File: src/rtl/board_reset_painter_if.sv
//------------------------------------------------------------------------------
// Module   : board_reset_painter_if
// Purpose  : Start/status and VGA plot-path handshake bundle for the board reset painter.
// Revision : 1.0 - initial release
//------------------------------------------------------------------------------
`default_nettype none

interface board_reset_painter_if;
  logic       start;
  logic       ready;
  logic       plot;
  logic [7:0] x;
  logic [6:0] y;
  logic [2:0] colour;
  logic       busy;
  logic       done;

  modport master (
    input  start, ready,
    output plot, x, y, colour, busy, done
  );

  modport slave (
    output start, ready,
    input  plot, x, y, colour, busy, done
  );
endinterface

`default_nettype wire

File: src/rtl/board_reset_painter.sv
//------------------------------------------------------------------------------
// Module   : board_reset_painter
// Purpose  : Streams every stepping-box pixel of every player lane in the reset colour.
// Revision : 1.0 - initial release
//------------------------------------------------------------------------------
`default_nettype none

module board_reset_painter #(
  parameter int         NUM_PLAYERS  = 2,
  parameter int         LANE_PITCH   = 80,
  parameter int         LEFT_X       = 38,
  parameter int         RIGHT_X      = 43,
  parameter int         BOX_W        = 1,
  parameter int         BOX_H        = 1,
  parameter logic [2:0] RESET_COLOUR = 3'b111
) (
  input  wire logic               clk,
  input  wire logic               reset,
  board_reset_painter_if.master   bus
);

  localparam int PW  = (NUM_PLAYERS > 1) ? $clog2(NUM_PLAYERS) : 1;
  localparam int DXW = (BOX_W > 1) ? $clog2(BOX_W) : 1;
  localparam int DYW = (BOX_H > 1) ? $clog2(BOX_H) : 1;

  generate
    if ((RIGHT_X + (NUM_PLAYERS - 1) * LANE_PITCH + BOX_W - 1 > 255) ||
        (100 + BOX_H - 1 > 127) ||
        (BOX_W < 1) || (BOX_W > 4) || (BOX_H < 1) || (BOX_H > 4) ||
        (NUM_PLAYERS < 1)) begin : g_width_check
      $error("board_reset_painter: geometry does not fit the 8-bit x / 7-bit y plot space");
    end
  endgenerate

  typedef enum logic [1:0] {
    S_IDLE  = 2'd0,
    S_PAINT = 2'd1,
    S_DONE  = 2'd2,
    S_HOLD  = 2'd3
  } state_t;

  state_t           r_state;
  logic [PW-1:0]    r_p;
  logic             r_col;
  logic [4:0]       r_idx;
  logic [DYW-1:0]   r_dy;
  logic [DXW-1:0]   r_dx;

  logic [PW-1:0]    w_p;
  logic             w_col;
  logic [4:0]       w_idx;
  logic [DYW-1:0]   w_dy;
  logic [DXW-1:0]   w_dx;
  logic             w_last;
  logic [7:0]       w_x;
  logic [6:0]       w_y;

  function automatic logic [6:0] row_of(input logic col, input logic [4:0] idx);
    logic [6:0] r;
    r = 7'd0;
    if (!col) begin
      case (idx)
        5'd0:  r = 7'd4;   5'd1:  r = 7'd13;  5'd2:  r = 7'd19;  5'd3:  r = 7'd22;
        5'd4:  r = 7'd25;  5'd5:  r = 7'd31;  5'd6:  r = 7'd37;  5'd7:  r = 7'd49;
        5'd8:  r = 7'd58;  5'd9:  r = 7'd61;  5'd10: r = 7'd67;  5'd11: r = 7'd76;
        5'd12: r = 7'd82;  5'd13: r = 7'd85;  5'd14: r = 7'd88;  5'd15: r = 7'd94;
        5'd16: r = 7'd97;
        default: r = 7'd0;
      endcase
    end else begin
      case (idx)
        5'd0:  r = 7'd7;   5'd1:  r = 7'd10;  5'd2:  r = 7'd16;  5'd3:  r = 7'd28;
        5'd4:  r = 7'd34;  5'd5:  r = 7'd40;  5'd6:  r = 7'd43;  5'd7:  r = 7'd46;
        5'd8:  r = 7'd52;  5'd9:  r = 7'd55;  5'd10: r = 7'd64;  5'd11: r = 7'd70;
        5'd12: r = 7'd73;  5'd13: r = 7'd79;  5'd14: r = 7'd91;  5'd15: r = 7'd100;
        default: r = 7'd0;
      endcase
    end
    return r;
  endfunction

  // Next scan position: the successor of the current beat while painting,
  // otherwise the origin so a fresh start always begins at lane 0, LEFT, index 0.
  always_comb begin
    logic dx_last, dy_last, idx_last, p_last;
    dx_last  = (r_dx == DXW'(BOX_W - 1));
    dy_last  = (r_dy == DYW'(BOX_H - 1));
    idx_last = r_col ? (r_idx == 5'd15) : (r_idx == 5'd16);
    p_last   = (r_p == PW'(NUM_PLAYERS - 1));
    w_last   = dx_last && dy_last && idx_last && r_col && p_last;

    w_p   = r_p;
    w_col = r_col;
    w_idx = r_idx;
    w_dy  = r_dy;
    w_dx  = r_dx;
    if (!dx_last) begin
      w_dx = r_dx + 1'b1;
    end else begin
      w_dx = '0;
      if (!dy_last) begin
        w_dy = r_dy + 1'b1;
      end else begin
        w_dy = '0;
        if (!idx_last) begin
          w_idx = r_idx + 1'b1;
        end else begin
          w_idx = '0;
          if (!r_col) begin
            w_col = 1'b1;
          end else begin
            w_col = 1'b0;
            w_p   = r_p + 1'b1;
          end
        end
      end
    end

    if (r_state != S_PAINT) begin
      w_p   = '0;
      w_col = 1'b0;
      w_idx = '0;
      w_dy  = '0;
      w_dx  = '0;
    end

    w_x = 8'((w_col ? RIGHT_X : LEFT_X) + int'(w_p) * LANE_PITCH + int'(w_dx));
    w_y = 7'(int'(row_of(w_col, w_idx)) + int'(w_dy));
  end

  always_ff @(posedge clk) begin
    if (reset) begin
      r_state    <= S_IDLE;
      r_p        <= '0;
      r_col      <= 1'b0;
      r_idx      <= '0;
      r_dy       <= '0;
      r_dx       <= '0;
      bus.plot   <= 1'b0;
      bus.x      <= 8'd0;
      bus.y      <= 7'd0;
      bus.colour <= 3'd0;
      bus.busy   <= 1'b0;
      bus.done   <= 1'b0;
    end else begin
      case (r_state)
        S_IDLE: begin
          if (bus.start) begin
            r_state    <= S_PAINT;
            r_p        <= w_p;
            r_col      <= w_col;
            r_idx      <= w_idx;
            r_dy       <= w_dy;
            r_dx       <= w_dx;
            bus.plot   <= 1'b1;
            bus.x      <= w_x;
            bus.y      <= w_y;
            bus.colour <= RESET_COLOUR;
            bus.busy   <= 1'b1;
          end
        end
        S_PAINT: begin
          if (bus.ready) begin
            if (w_last) begin
              r_state    <= S_DONE;
              bus.plot   <= 1'b0;
              bus.colour <= 3'd0;
              bus.busy   <= 1'b0;
              bus.done   <= 1'b1;
            end else begin
              r_p   <= w_p;
              r_col <= w_col;
              r_idx <= w_idx;
              r_dy  <= w_dy;
              r_dx  <= w_dx;
              bus.x <= w_x;
              bus.y <= w_y;
            end
          end
        end
        S_DONE: begin
          bus.done <= 1'b0;
          r_state  <= S_HOLD;
        end
        S_HOLD: begin
          // A level held high must be released before the next repaint can start.
          if (!bus.start) begin
            r_state <= S_IDLE;
          end
        end
        default: r_state <= S_IDLE;
      endcase
    end
  end

endmodule

`default_nettype wire

File: src/flat_wrapper.sv
// flat-port wrapper written by rule: the top's interface ports become plain ports
module board_reset_painter_flat 
#(
  parameter int         NUM_PLAYERS  = 2,
  parameter int         LANE_PITCH   = 80,
  parameter int         LEFT_X       = 38,
  parameter int         RIGHT_X      = 43,
  parameter int         BOX_W        = 1,
  parameter int         BOX_H        = 1,
  parameter logic [2:0] RESET_COLOUR = 3'b111
)
  (clk, reset, bus_start, bus_ready, bus_plot, bus_x, bus_y, bus_colour, bus_busy, bus_done);
  board_reset_painter_if bus_i ();
  input  wire logic clk;
  input  wire logic reset;
  input wire logic [$bits(bus_i.start)-1:0] bus_start;
  input wire logic [$bits(bus_i.ready)-1:0] bus_ready;
  output wire logic [$bits(bus_i.plot)-1:0] bus_plot;
  output wire logic [$bits(bus_i.x)-1:0] bus_x;
  output wire logic [$bits(bus_i.y)-1:0] bus_y;
  output wire logic [$bits(bus_i.colour)-1:0] bus_colour;
  output wire logic [$bits(bus_i.busy)-1:0] bus_busy;
  output wire logic [$bits(bus_i.done)-1:0] bus_done;
  assign bus_i.start = bus_start;
  assign bus_i.ready = bus_ready;
  assign bus_plot = bus_i.plot;
  assign bus_x = bus_i.x;
  assign bus_y = bus_i.y;
  assign bus_colour = bus_i.colour;
  assign bus_busy = bus_i.busy;
  assign bus_done = bus_i.done;
  board_reset_painter #(.NUM_PLAYERS(NUM_PLAYERS), .LANE_PITCH(LANE_PITCH), .LEFT_X(LEFT_X), .RIGHT_X(RIGHT_X), .BOX_W(BOX_W), .BOX_H(BOX_H), .RESET_COLOUR(RESET_COLOUR)) u_core (.clk(clk), .reset(reset), .bus(bus_i));
endmodule
File: config.mk
export PLATFORM = sky130hd
export DESIGN_NAME = board_reset_painter_flat
export DESIGN_NICKNAME = d
export VERILOG_FILES = /design/src/rtl/board_reset_painter_if.sv /design/src/rtl/board_reset_painter.sv /design/src/flat_wrapper.sv
export SDC_FILE = /design/constraint.sdc
export NUM_CORES = 1
export LEC_CHECK = 0
export ABC_CLOCK_PERIOD_IN_PS = 2500
export CAP_MARGIN = 30
export CORE_AREA = 8 8 83 85
export DETAILED_ROUTE_END_ITERATION = 8
export DIE_AREA = 0 0 91 93
export SYNTH_ARGS = -nofsm -noshare
export SYNTH_HDL_FRONTEND = slang
export SYNTH_SLANG_ARGS = --single-unit
File: constraint.sdc
create_clock -name clk -period 2.5 [get_ports clk]
set_input_delay 0.5 -clock clk [delete_from_list [all_inputs] [get_ports clk]]
set_output_delay 0.5 -clock clk [all_outputs]
set_load 0.05 [all_outputs]
======== Word level (Yosys, flattened, before mapping) ========
Memory sizes are Yosys's and may differ from the RTL's.
Index checks and enable logic that the tools add are counted.
storage, ports and cells
  bits in read-only memories .............. 336
  output and inout bits ................... 21
  input bits .............................. 4
  memories ................................ 2
  flip-flop bits (word level) ............. 31
memory list
  memory            words  width  rd ports  clocked after memory_dff  wr ports  line                       text
  (name not given)  32     7      1         0                         0         board_reset_painter.sv:62  case (idx)
  (name not given)  16     7      1         0                         0         board_reset_painter.sv:71  case (idx)
operators by class
  multiplexer cells ....................... 67
  reductions and logical operators ........ 11
  equal/unequal tests ..................... 11
  bitwise gates (word level) .............. 2
  add/sub/neg operators ................... 7
  multiply operators ...................... 1
operator list
  kind                                                  number
  two-way mux 5 bit                                     7
  two-way mux 7 bit                                     5
  two-way mux 1 bit                                     33
  two-way mux 8 bit                                     3
  case mux 8 bit (2 select lines)                       1
  case mux 7 bit (2 select lines)                       1
  case mux 1 bit (2 select lines)                       6
  AND reduction 4 bit                                   3
  case mux 5 bit (2 select lines)                       1
  two-way mux 3 bit                                     3
  adder 8 x 2 -> 8 bit                                  1
  adder 8 bit                                           1
  two-way mux 2 bit                                     4
  inequality test 2 bit (second input constant)         4
  case mux 2 bit (4 select lines)                       1
  adder 7 x 1 -> 7 bit                                  1
  case mux 3 bit (2 select lines)                       1
  adder 5 x 1 -> 5 bit (second input constant)          1
  equality test 5 x 4 -> 1 bit (second input constant)  1
  equality test 5 bit (second input constant)           1
  equality test 2 bit (second input constant)           2
  logical AND 1 bit                                     4
  multiplier 1 x 3 -> 4 bit (second input constant)     1
  two-way mux 4 bit                                     1
  7 further kinds                                       12

======== Depth between registers and ports, before layout ========
Gate-level depths: netlist (run 1).
An unclocked memory read counts as a cell.
  depth after elaboration ................. 13
  depth in mapped cells ................... 11
  depth with buffers taken out ............ 10

======== Worst setup path after synthesis (run 1) ========
OpenSTA, ideal clock, no wires.
  path type ............................... reg-to-reg
  start ................................... reg u_core.r_idx[0]
  end ..................................... reg u_core.bus.y[2]
  path slack .............................. 0.026 ns
  period minus slack after synthesis ...... 2.474 ns
  data required time ...................... 2.413 ns
  cell stages (with the launch flop) ...... 11
  arrival ................................. 2.387 ns
  cells stage by stage .................... dfxtp_1 buf_6 and4b_1 nand3_1 nand2_1 ha_1 a21bo_1 a211oi_2 o21ai_1 or2_2 o31ai_1
between the ends
  cells in the longest elaborated chain, start to end .. 13
  elaborated cells between the ends (all ways) .. 26
  classes of those cells .................. add/sub: 2; eq/ne: 3; mux: 15; reduce/logical: 4; memory: 2
RTL lines
  item                                                                          line                          text
  from (decl)                                                                   board_reset_painter.sv:45     logic [4:0] r_idx;
  from (signal assigned)                                                        board_reset_painter.sv:152    r_idx <= w_idx;
  from (signal assigned)                                                        board_reset_painter.sv:173    r_idx <= w_idx;
  parallel branches: the longest is 13 deep, another holds memory (16 x 7 bit)  n/a
  to (signal assigned)                                                          board_reset_painter.sv:157    bus.y <= w_y;
  to (signal assigned)                                                          board_reset_painter.sv:177    bus.y <= w_y;
  to (decl)                                                                     board_reset_painter_if.sv:20  output plot, x, y, colour, busy, done
Several ways; the timed one is not identified. The select of a mux whose other input is x is not followed.
A chain may end at the register's enable or synchronous reset.

======== Worst setup path after layout (run 1) ========
  start ................................... reg u_core.r_state[1]
  end ..................................... reg u_core.bus.y[1]
between the ends
  cells in the longest elaborated chain, start to end .. 9
  elaborated cells between the ends (all ways) .. 20
  classes of those cells .................. add/sub: 1; eq/ne: 5; mux: 9; reduce/logical: 3; memory: 2
RTL lines
  item                             line                        text
  from (decl)                      board_reset_painter.sv:42   state_t r_state;
  from (signal assigned)           board_reset_painter.sv:133  r_state <= S_IDLE;
  from (signal assigned)           board_reset_painter.sv:149  r_state <= S_PAINT;
  from (signal assigned)           board_reset_painter.sv:165  r_state <= S_DONE;
  inequality test 2 x 1 -> 1 bit   board_reset_painter.sv:119  if (r_state != S_PAINT) begin
  two-way mux 5 bit                board_reset_painter.sv:119
  memory (16 x 7 bit)              n/a
  two-way mux 7 bit                board_reset_painter.sv:71
  two-way mux 7 bit                board_reset_painter.sv:61   if (!col) begin
  adder 7 x 1 -> 7 bit             board_reset_painter.sv:128  w_y = 7'(int'(row_of(w_col, w_idx)) + int'(w_dy));
  two-way mux 7 bit                board_reset_painter.sv:164  if (w_last) begin
  two-way mux 7 bit                board_reset_painter.sv:163  if (bus.ready) begin
  case mux 7 bit (2 select lines)  board_reset_painter.sv:146  case (r_state)
Parallel ways exist; a longest one is shown, timed or not. The select of a mux whose other input is x is not followed.

==> flow_summary.ini, run 1 <==
[status]
status = complete, no violations

[timing]
setup_viol_count_final = 0
worst_slew_pin_slew_ns = 0.514
hold_violations = 0
drv_slew = 0
period_share_pct = 94.8
max_freq_ghz = 0.422
skew_ns = 0.00438
setup-tns-final_ns = 0
min_period_ns = 2.37
slew_headroom_pct = 65.7

[clocking]
clkLatencyLatePin_ns = 0.27
cts_buffer_depth = 2
cts.sinks = 20
clk_pin_slew_worst_paths_ns = 0.08
cts_buffers = 3
cts_tree = yes
h-tree-depth = 1
cts-root-buf = clkbuf_8

[logic_synthesis]
yosysTopAreaCell = dfxtp_1
syn_area_sq_um = 1620
syn_inst = 209
synthFlopType = dfxtp_1
synth_edf_count = 0
synthTopCellsByArea = dfxtp_1 25%, ha_1 12%, nand2_1 5.8%
synth.avg_cell_area_sq_um = 7.75
synth_cell_types = 51
synth_seq_area_share_pct = 24.7
synth_seq_cells = 20
yosysWarnings = 0
synth_top_area_share_pct = 24.7
async_reset_ff_share_pct = 0
synth_fp_nets = 228

[global_route]
grt.total_usage_pct = 10.5
grt_max_degree = 20
grt_pass1_vias = 1512
grt-ovfl-total = 0
antenna_found_initial = 0
grt_pass1_wl_um = 7430

[job]
maxCapViolations = 0

[power]
power_density_nw_per_um2 = 1160
power.leakage_nw = 0.810
ir_drop_v = 0.000502

[setup_path]
path_depth = 10
slowest_delay_ns = 0.37
crit_buf_inv = 1
critPathLaunchType = flop
slowest_stage = a221o_1
cp_top_family = compound AO/OA/AOI/OAI gates
critical_path.startpoint = u_core.r_state[1]$_SDFFE_PP0P_
crit_arrival_ns = 2.51
crit_chain = inv_1 -> ha_1 -> nand3_1 -> or2_2 -> ha_1 -> nand2_1 -> o21ai_0 -> a221o_1 -> mux2i_1 -> o21ai_0
end_kind = flop
crit_fanout = 5
r2r-start = u_core.r_state[1]$_SDFFE_PP0P_
crit_type = reg -> reg
critPathRequiredTime_ns = 2.64
reg2reg_depth = 10

[route]
route.detailed.wl_per_inst_um = 14.6
vias_per_cell = 5.10
routed_wirelength_um = 4600
via_count = 1605
drtPass1Iterations = 4
drt_iter0_drc = 136
ant_nets = 0
drc = 0

[die]
start_util_pct = 28.5
die_width_um = 91
pin_count = 25
rows = 28
die_y_um = 93
coreArea_sq_um = 5680
die-area_sq_um = 8460

[final_layout]
fin_cells = 315
area_delta_synth_final_pct = 28.2
final_nets = 260
n_antenna_cell = 0
drive_above_1_share_pct = 17.5

[placement]
hpwl_um = 3450
globalplace.congestion = 0.861
io_buffer_count = 23
dp.cells = 307

[worst_hold_path]
holdCritStartpoint = u_core.bus.y[4]$_SDFFE_PP0P_
min_path_cells = 2
min_path_type = reg -> reg
[tightest hold or removal path, stage by stage, from the launching register on]
cell and delay, ns:
dfxtp_1 0.34, nand2_1 0.05, o21ai_0 0.06
[kinds of logic after synthesis]
family                   Yosys count  synth area share, %
AND/OR/NAND/NOR                   82                 24.5
AO/OA/AOI/OAI                     53                 22.7
buffers and inverters             28                 10.4
flip-flops                        20                 24.7
adder cells (fa/ha/maj)           15                 11.6
XOR/XNOR                           8                 4.33
multiplexers                       2                 1.55
other                              1                0.232
[final cells by class]
class,count,area (sq um)
multi-input cells,161,1070
repair buffers,47,410
clock inverters,1,30.0
inverters,8,30.0
well taps,75,93.8
clock buffers,3,41.3
fillers,588,3600
flip-flops and latches,20,403
[through the flow]
stage / power (W) / instance area, sq um / util, % / setup WS, ns / hold slack (ns)
after floorplan: 0.00155 / 1620 / - / 0.0263 / 0.495
after global placement: 0.00198 / 1960 / 34.5 / 0.151 / 0.457
after detailed placement: 0.00198 / 1960 / 34.5 / 0.0714 / 0.457
after CTS: 0.00232 / 2030 / 35.7 / 0.0535 / 0.480
after global routing: 0.00258 / 2080 / 36.6 / -0.0450 / 0.511
final: 0.00241 / 2080 / 36.6 / 0.130 / 0.473
[repair_timing]
item                                    CTS  global route
buffers inserted                          0             4
endpoints found under the setup margin    0             6
hold buffers                              0             0
hold endpoints to repair                  0             0
gates resized for setup                   0             5
[path summary, 6_finish.rpt]
check	endpoint	slack, ns
worst min-delay path	u_core.bus.y[4]$_SDFFE_PP0P_	0.47
worst max register to register	u_core.bus.y[1]$_SDFFE_PP0P_	0.13
worst min register to register	u_core.bus.y[4]$_SDFFE_PP0P_	0.47
worst max-delay path	u_core.bus.y[1]$_SDFFE_PP0P_	0.13
[per-layer routing]
metal  track usage [%]  routed length [um]
met2              16.8                2100
met5                 0                   0
met3              3.61                 372
met4              2.32                  33
met1              13.4                2090
[power by group]
group	switching [W]	total [W]	internal, W
logic	0.00100	0.00161	0.000607
clock network	0.000122	0.000336	0.000214
registers	0.0000656	0.000465	0.000399
[flip-flops by register name, indices dropped and copies added (netlist names)]
name and flops:
u_core.r_idx 5, u_core.r_state 2, u_core.bus.colour 1, u_core.bus.y 7, u_core.bus.x 4, u_core.bus.done 1
[synthesized netlist by cell type (2+ instances only)]
| master | instances |
|---|---|
| a221oi_1 | 3 |
| dfxtp_1 | 20 |
| buf_2 | 2 |
| o221ai_1 | 2 |
| o21ai_0 | 9 |
| nand2_1 | 25 |
| or2_2 | 2 |
| nand3_1 | 12 |
| nor2_1 | 24 |
| xnor2_1 | 4 |
| buf_4 | 10 |
| a41oi_1 | 2 |
| a21oi_1 | 13 |
| nor2b_1 | 2 |
| clkbuf_1 | 4 |
| o21ai_1 | 2 |
| buf_6 | 3 |
| a211o_1 | 3 |
| inv_1 | 8 |
| xor2_1 | 4 |
| a31oi_1 | 4 |
| nor3_1 | 6 |
| nand3b_1 | 2 |
| nand4_1 | 2 |
| ha_1 | 15 |
[layout by cell type (no fill, tap or decap), drive strengths merged, types with 2 or more instances in the layout]
master	count
a211o	3
a211oi	2
a21oi	13
a221oi	3
a31oi	4
a41oi	2
and3	2
buf	24
clkbuf	3
clkdlybuf4s50	23
dfxtp	20
ha	15
inv	8
nand2	25
nand3	12
nand3b	2
nand4	2
nor2	24
nor2b	2
nor3	6
o211ai	2
o21ai	11
o221ai	2
or2	2
xnor2	4
xor2	4
Note: power is estimated with default switching activity, not from simulation.
==> run 2: changes to the inputs <==
--- a/config.mk
+++ b/config.mk
@@ -7,9 +7,10 @@
 export LEC_CHECK = 0
 export ABC_CLOCK_PERIOD_IN_PS = 2500
 export CAP_MARGIN = 30
-export CORE_AREA = 8 8 83 85
+export CORE_AREA = 8 8 75 94
 export DETAILED_ROUTE_END_ITERATION = 8
-export DIE_AREA = 0 0 91 93
+export DIE_AREA = 0 0 83 102
+export PLACE_DENSITY_LB_ADDON = 0.1
 export SYNTH_ARGS = -nofsm -noshare
 export SYNTH_HDL_FRONTEND = slang
 export SYNTH_SLANG_ARGS = --single-unit
==> flow_summary.ini, run 2 (synthesis results as in run 1) <==
[status]
status = complete, no violations

[final_layout]
area_delta_synth_final_pct = 29.4
largest_reg_flops = 7
layout_common_cells = 28 x buf_4, 25 x nand2_1, 24 x nor2_1
top_regs = u_core.bus.y: 7 flops, u_core.r_idx: 5 flops, u_core.bus.x: 4 flops
regMostFlops = u_core.bus.y
nFillCells = 590
fin_area_sq_um = 2090
final_common_cell = buf_4
drive_above_1_share_pct = 17.6
n_antenna_cell = 0
final_nets = 264

[clocking]
h-tree-depth = 1
cts.sinks = 20
cts_buffer_depth = 2
cts_hold_buffers = 0
cts-root-buf = clkbuf_8
cts_tree = yes
clk_pin_slew_worst_paths_ns = 0.08
clkLatencyLatePin_ns = 0.26
cts_buffers = 3

[route]
drc = 0
ant_nets = 0
route.detailed.wl_per_inst_um = 15.4
drt_iter0_drc = 77
via_count = 1588
vias_per_cell = 5.12
routed_wirelength_um = 4780
drtPass1Iterations = 4

[placement]
placed_cell_area_sq_um = 2000
io_buffer_count = 23
hpwl_um = 3910
globalplace.congestion = 0.836

[global_route]
grt_pass1_wl_um = 8180
grt-ovfl-total = 0
antenna_found_initial = 0
grt_max_degree = 17
grt.total_usage_pct = 11.6
grt_pass1_vias = 1660

[worst_hold_path]
holdCritStartpoint = u_core.bus.y[4]$_SDFFE_PP0P_
min_to = u_core.bus.y[4]$_SDFFE_PP0P_
min_path_type = reg -> reg
min_path_cells = 2

[timing]
slew_headroom_pct = 56.5
worst_slew_pin_slew_ns = 0.650
drv_slew = 0
rsz0062_at_grt = false
holdWs_ns = 0.466
setup-tns-final_ns = 0
setup_viol_count_final = 0
period_share_pct = 94.9
skew_ns = 0.0125
min_period_ns = 2.37
max_freq_ghz = 0.421
hold_violations = 0

[power]
ir_drop_v = 0.000420
switching_share_pct = 48.2
pwr-share-seq_pct = 18.2
internal-power_w = 0.00129
comb_power_share_pct = 68.6
power.leakage_nw = 0.830
power_density_nw_per_um2 = 1190
switching_power_w = 0.00120
clkPwrFrac_pct = 13.2

[setup_path]
reg2reg_setup_slack_ns = 0.13
crit_type = reg -> reg
critPathRequiredTime_ns = 2.70
crit_arrival_ns = 2.57
critPathLaunchType = flop
crit_fanout = 4
rr_endpoint = u_core.bus.y[3]$_SDFFE_PP0P_
r2r-start = u_core.r_idx[4]$_SDFFE_PP0P_
reg2reg_depth = 10
end_kind = flop

[die]
start_util_pct = 28.8
coreArea_sq_um = 5620
die_width_um = 83
die_y_um = 102
die-area_sq_um = 8470
rows = 31
pin_count = 25

[job]
maxCapViolations = 0
[run 2: cell types whose count changed in the layout (fill, tap and decap cells not counted)]
| cell | delta |
|---|---|
| nand3_2 | -1 |
| dfxtp_2 | -2 |
| buf_4 | +4 |
| a211oi_2 | -1 |
| dfxtp_1 | +2 |
| a211oi_4 | +1 |
| nand3_1 | +1 |
[run 2: power groups by stage]
stage	registers, W	logic [W]	clock network, W
floorplan	0.000613	0.000934	0
global placement	0.000462	0.00166	0
detailed placement	0.000463	0.00164	0
CTS	0.000455	0.00165	0.000338
global route	0.000467	0.00186	0.000350
finish	0.000453	0.00170	0.000327
[run 2: critical path, cell delays in order (launching register included)]
cell	delay [ns]
dfxtp_1	0.34
and4b_1	0.21
nand3_1	0.17
nand3_1	0.12
or2_2	0.32
buf_4	0.16
ha_1	0.19
a211o_1	0.26
nor3_1	0.27
a31oi_1	0.08
a31oi_1	0.20
[run 2: metal layers]
metal  global-route usage, %  vias up  part of all wire, %
met1                    12.5      759                   43
met5                       0        -                    0
met2                    22.5       25                   53
met4                    4.07        0                 0.98
li1                        -      802                    -
met3                    1.75        2                  2.8
[run 2: worst max-delay path by stage]
stage	start	end	cells after the start
finish	u_core.r_idx[4]$_SDFFE_PP0P_	u_core.bus.y[3]$_SDFFE_PP0P_	10
CTS	u_core.r_idx[4]$_SDFFE_PP0P_	u_core.bus.y[2]$_SDFFE_PP0P_	9
detailed placement	u_core.r_idx[4]$_SDFFE_PP0P_	u_core.bus.y[2]$_SDFFE_PP0P_	9
global route	u_core.r_idx[1]$_SDFFE_PP0P_	u_core.bus.y[2]$_SDFFE_PP0P_	10
floorplan	u_core.r_idx[0]$_SDFFE_PP0P_	u_core.bus.y[2]$_SDFFE_PP0P_	10
global placement	u_core.r_idx[4]$_SDFFE_PP0P_	u_core.bus.y[3]$_SDFFE_PP0P_	10
[run 2: repair_timing]
item,4_1_cts,5_1_grt
gates resized for setup,0,3
endpoints found under the setup margin,0,5
setup buffers,0,1
[run 2: final cells by class]
cell class	instances	area (sq um)	area share (%)
clock buffers	3	41.3	1.97
multi-input cells	161	1070	51.1
clock inverters	1	30.0	1.43
repair buffers	51	440	21.0
inverters	8	30.0	1.43
flip-flops and latches	20	400	19.1
well taps	66	82.6	3.94
[run 2: metrics by stage]
stage | total power (W) | std cells | utilization (%) | worst slack [ns]
floorplan | 0.00155 | 209 | - | 0.0263
global placement | 0.00212 | 305 | 35.5 | 0.122
detailed placement | 0.00210 | 305 | 35.5 | 0.0589
CTS | 0.00245 | 309 | 36.8 | 0.0606
global route | 0.00268 | 310 | 37.2 | 0.0204
finish | 0.00248 | 310 | 37.2 | 0.127
==> run 3: changes to the inputs <==
--- a/config.mk
+++ b/config.mk
@@ -7,9 +7,9 @@
 export LEC_CHECK = 0
 export ABC_CLOCK_PERIOD_IN_PS = 2500
 export CAP_MARGIN = 30
-export CORE_AREA = 8 8 75 94
+export CORE_AREA = 10 10 77 96
 export DETAILED_ROUTE_END_ITERATION = 8
-export DIE_AREA = 0 0 83 102
+export DIE_AREA = 0 0 87 106
 export PLACE_DENSITY_LB_ADDON = 0.1
 export SYNTH_ARGS = -nofsm -noshare
 export SYNTH_HDL_FRONTEND = slang
==> flow_summary.ini, run 3 (synthesis results as in run 1) <==
[global_route]
grt_pass1_vias = 1569
grt_pass1_wl_um = 8140
grt_max_degree = 17
grt-ovfl-total = 0
grt.total_usage_pct = 10.9
antenna_found_initial = 0

[final_layout]
top_regs = u_core.bus.y: 7 flops, u_core.r_idx: 5 flops, u_core.bus.x: 4 flops
regMostFlops = u_core.bus.y
fin_area_sq_um = 2110
area_delta_synth_final_pct = 30.2
final_nets = 267
fin_util_pct = 37.5
fin_cells = 313
layout_common_cells = 31 x buf_4, 25 x nand2_1, 23 x nor2_1, 23 x clkdlybuf4s50_1, 20 x dfxtp_1
final_common_cell = buf_4
drive_above_1_share_pct = 18.6
largest_reg_flops = 7
n_antenna_cell = 0
nFillCells = 593

[clocking]
cts_tree = yes
cts-root-buf = clkbuf_8
clk_pin_slew_worst_paths_ns = 0.08
cts.sinks = 20
h-tree-depth = 1
clkLatencyLatePin_ns = 0.27
cts_buffers = 3
cts_buffer_depth = 2

[timing]
setup_viol_count_final = 0
slew_headroom_pct = 62.9
period_share_pct = 94.2
max_freq_ghz = 0.425
min_period_ns = 2.35
holdWs_ns = 0.465
worst_slew_pin_slew_ns = 0.556
skew_ns = 0.00601
drv_slew = 0
setup-tns-final_ns = 0
hold_violations = 0
rsz0062_at_grt = false

[setup_path]
crit_fanout = 4
reg2reg_setup_slack_ns = 0.15
crit_buf_inv = 0
critPathRequiredTime_ns = 2.68
critical_path.startpoint = u_core.r_idx[4]$_SDFFE_PP0P_
slowest_stage = dfxtp_1
cp_top_family = compound AO/OA/AOI/OAI gates
crit_chain = and4b_1 -> nand3_1 -> nand2_1 -> ha_1 -> a21bo_1 -> a211oi_2 -> o21ai_1 -> or2_2 -> o31ai_1
reg2reg_depth = 9
critPathLaunchType = flop
r2r-start = u_core.r_idx[4]$_SDFFE_PP0P_
crit_type = reg -> reg
rr_endpoint = u_core.bus.y[2]$_SDFFE_PP0P_
slowest_delay_ns = 0.35
end_kind = flop
crit_arrival_ns = 2.54

[worst_hold_path]
min_path_type = reg -> reg
min_to = u_core.bus.y[4]$_SDFFE_PP0P_
min_path_cells = 2
holdCritStartpoint = u_core.bus.y[4]$_SDFFE_PP0P_

[die]
die-area_sq_um = 9220
die_y_um = 106
coreArea_sq_um = 5620
pin_count = 25
rows = 31
start_util_pct = 28.8
die_width_um = 87

[route]
route.detailed.wl_per_inst_um = 15.9
drt_iter0_drc = 79
ant_nets = 0
drc = 0
vias_per_cell = 5.19
drtPass1Iterations = 4
routed_wirelength_um = 4980
via_count = 1626

[power]
power.leakage_nw = 0.841
power_density_nw_per_um2 = 1170
ir_drop_v = 0.000394

[job]
maxCapViolations = 0

[placement]
hpwl_um = 4020
globalplace.congestion = 0.835
io_buffer_count = 23
placed_cell_area_sq_um = 2000
dp.cells = 305

[status]
status = complete, no violations
## run 3: changes by cell type in the layout (fill, tap and decap cells not counted), sizes merged
cell  before  now
buf       28   31
## run 3: worst max-delay path by stage
stage / endpoint / depth (start not counted)
after floorplan: u_core.bus.y[2]$_SDFFE_PP0P_ / 10
after global placement: u_core.bus.y[1]$_SDFFE_PP0P_ / 10
after detailed placement: u_core.bus.y[0]$_SDFFE_PP0P_ / 8
after CTS: u_core.bus.y[0]$_SDFFE_PP0P_ / 11
after global routing: u_core.bus.y[2]$_SDFFE_PP0P_ / 9
final: u_core.bus.y[2]$_SDFFE_PP0P_ / 9
## run 3: cell type report
| class | instances | area [sq um] | area share, % |
|---|---|---|---|
| Multi-Input combinational cell | 161 | 1060 | 50.3 |
| Timing Repair Buffer | 54 | 463 | 22.0 |
| Sequential cell | 20 | 400 | 19.0 |
| Tap cell | 66 | 82.6 | 3.92 |
| Clock buffer | 3 | 41.3 | 1.96 |
| Clock inverter | 1 | 30.0 | 1.42 |
| Inverter | 8 | 30.0 | 1.42 |
## run 3: power by group
group | internal, W | switching, W | total (W) | leakage (nW)
clock | 0.000214 | 0.000119 | 0.000333 | 0.0357
sequential | 0.000397 | 0.0000586 | 0.000456 | 0.163
combinational | 0.000662 | 0.00101 | 0.00167 | 0.642
total | 0.00127 | 0.00118 | 0.00246 | 0.841
## run 3: timing repair
| action | CTS | global route |
|---|---|---|
| setup buffers | 0 | 4 |
| resized for setup | 0 | 3 |
| setup endpoints to repair | 0 | 3 |
| hold buffers | 0 | 0 |
## run 3: per-layer routing
metal  routed length, um  track usage (%)
met1                2100             12.6
met2                2500             18.5
met3                 189             1.38
met4                 192             6.50
met5                   0                0
## run 3: stage by stage
stage	worst slack [ns]	total power, W
detailed placement	0.0967	0.00205
global placement	0.140	0.00207
global route	0.00223	0.00264
CTS	0.110	0.00239
floorplan	0.0263	0.00155
finish	0.146	0.00246
## run 3: worst register-to-register path, delay by kind of cell (launching register included)
family,cells,cell delay [ns]
fa+ha+maj,1,0.25
simple gates,4,0.78
compound gates,4,0.90
flops,1,0.35
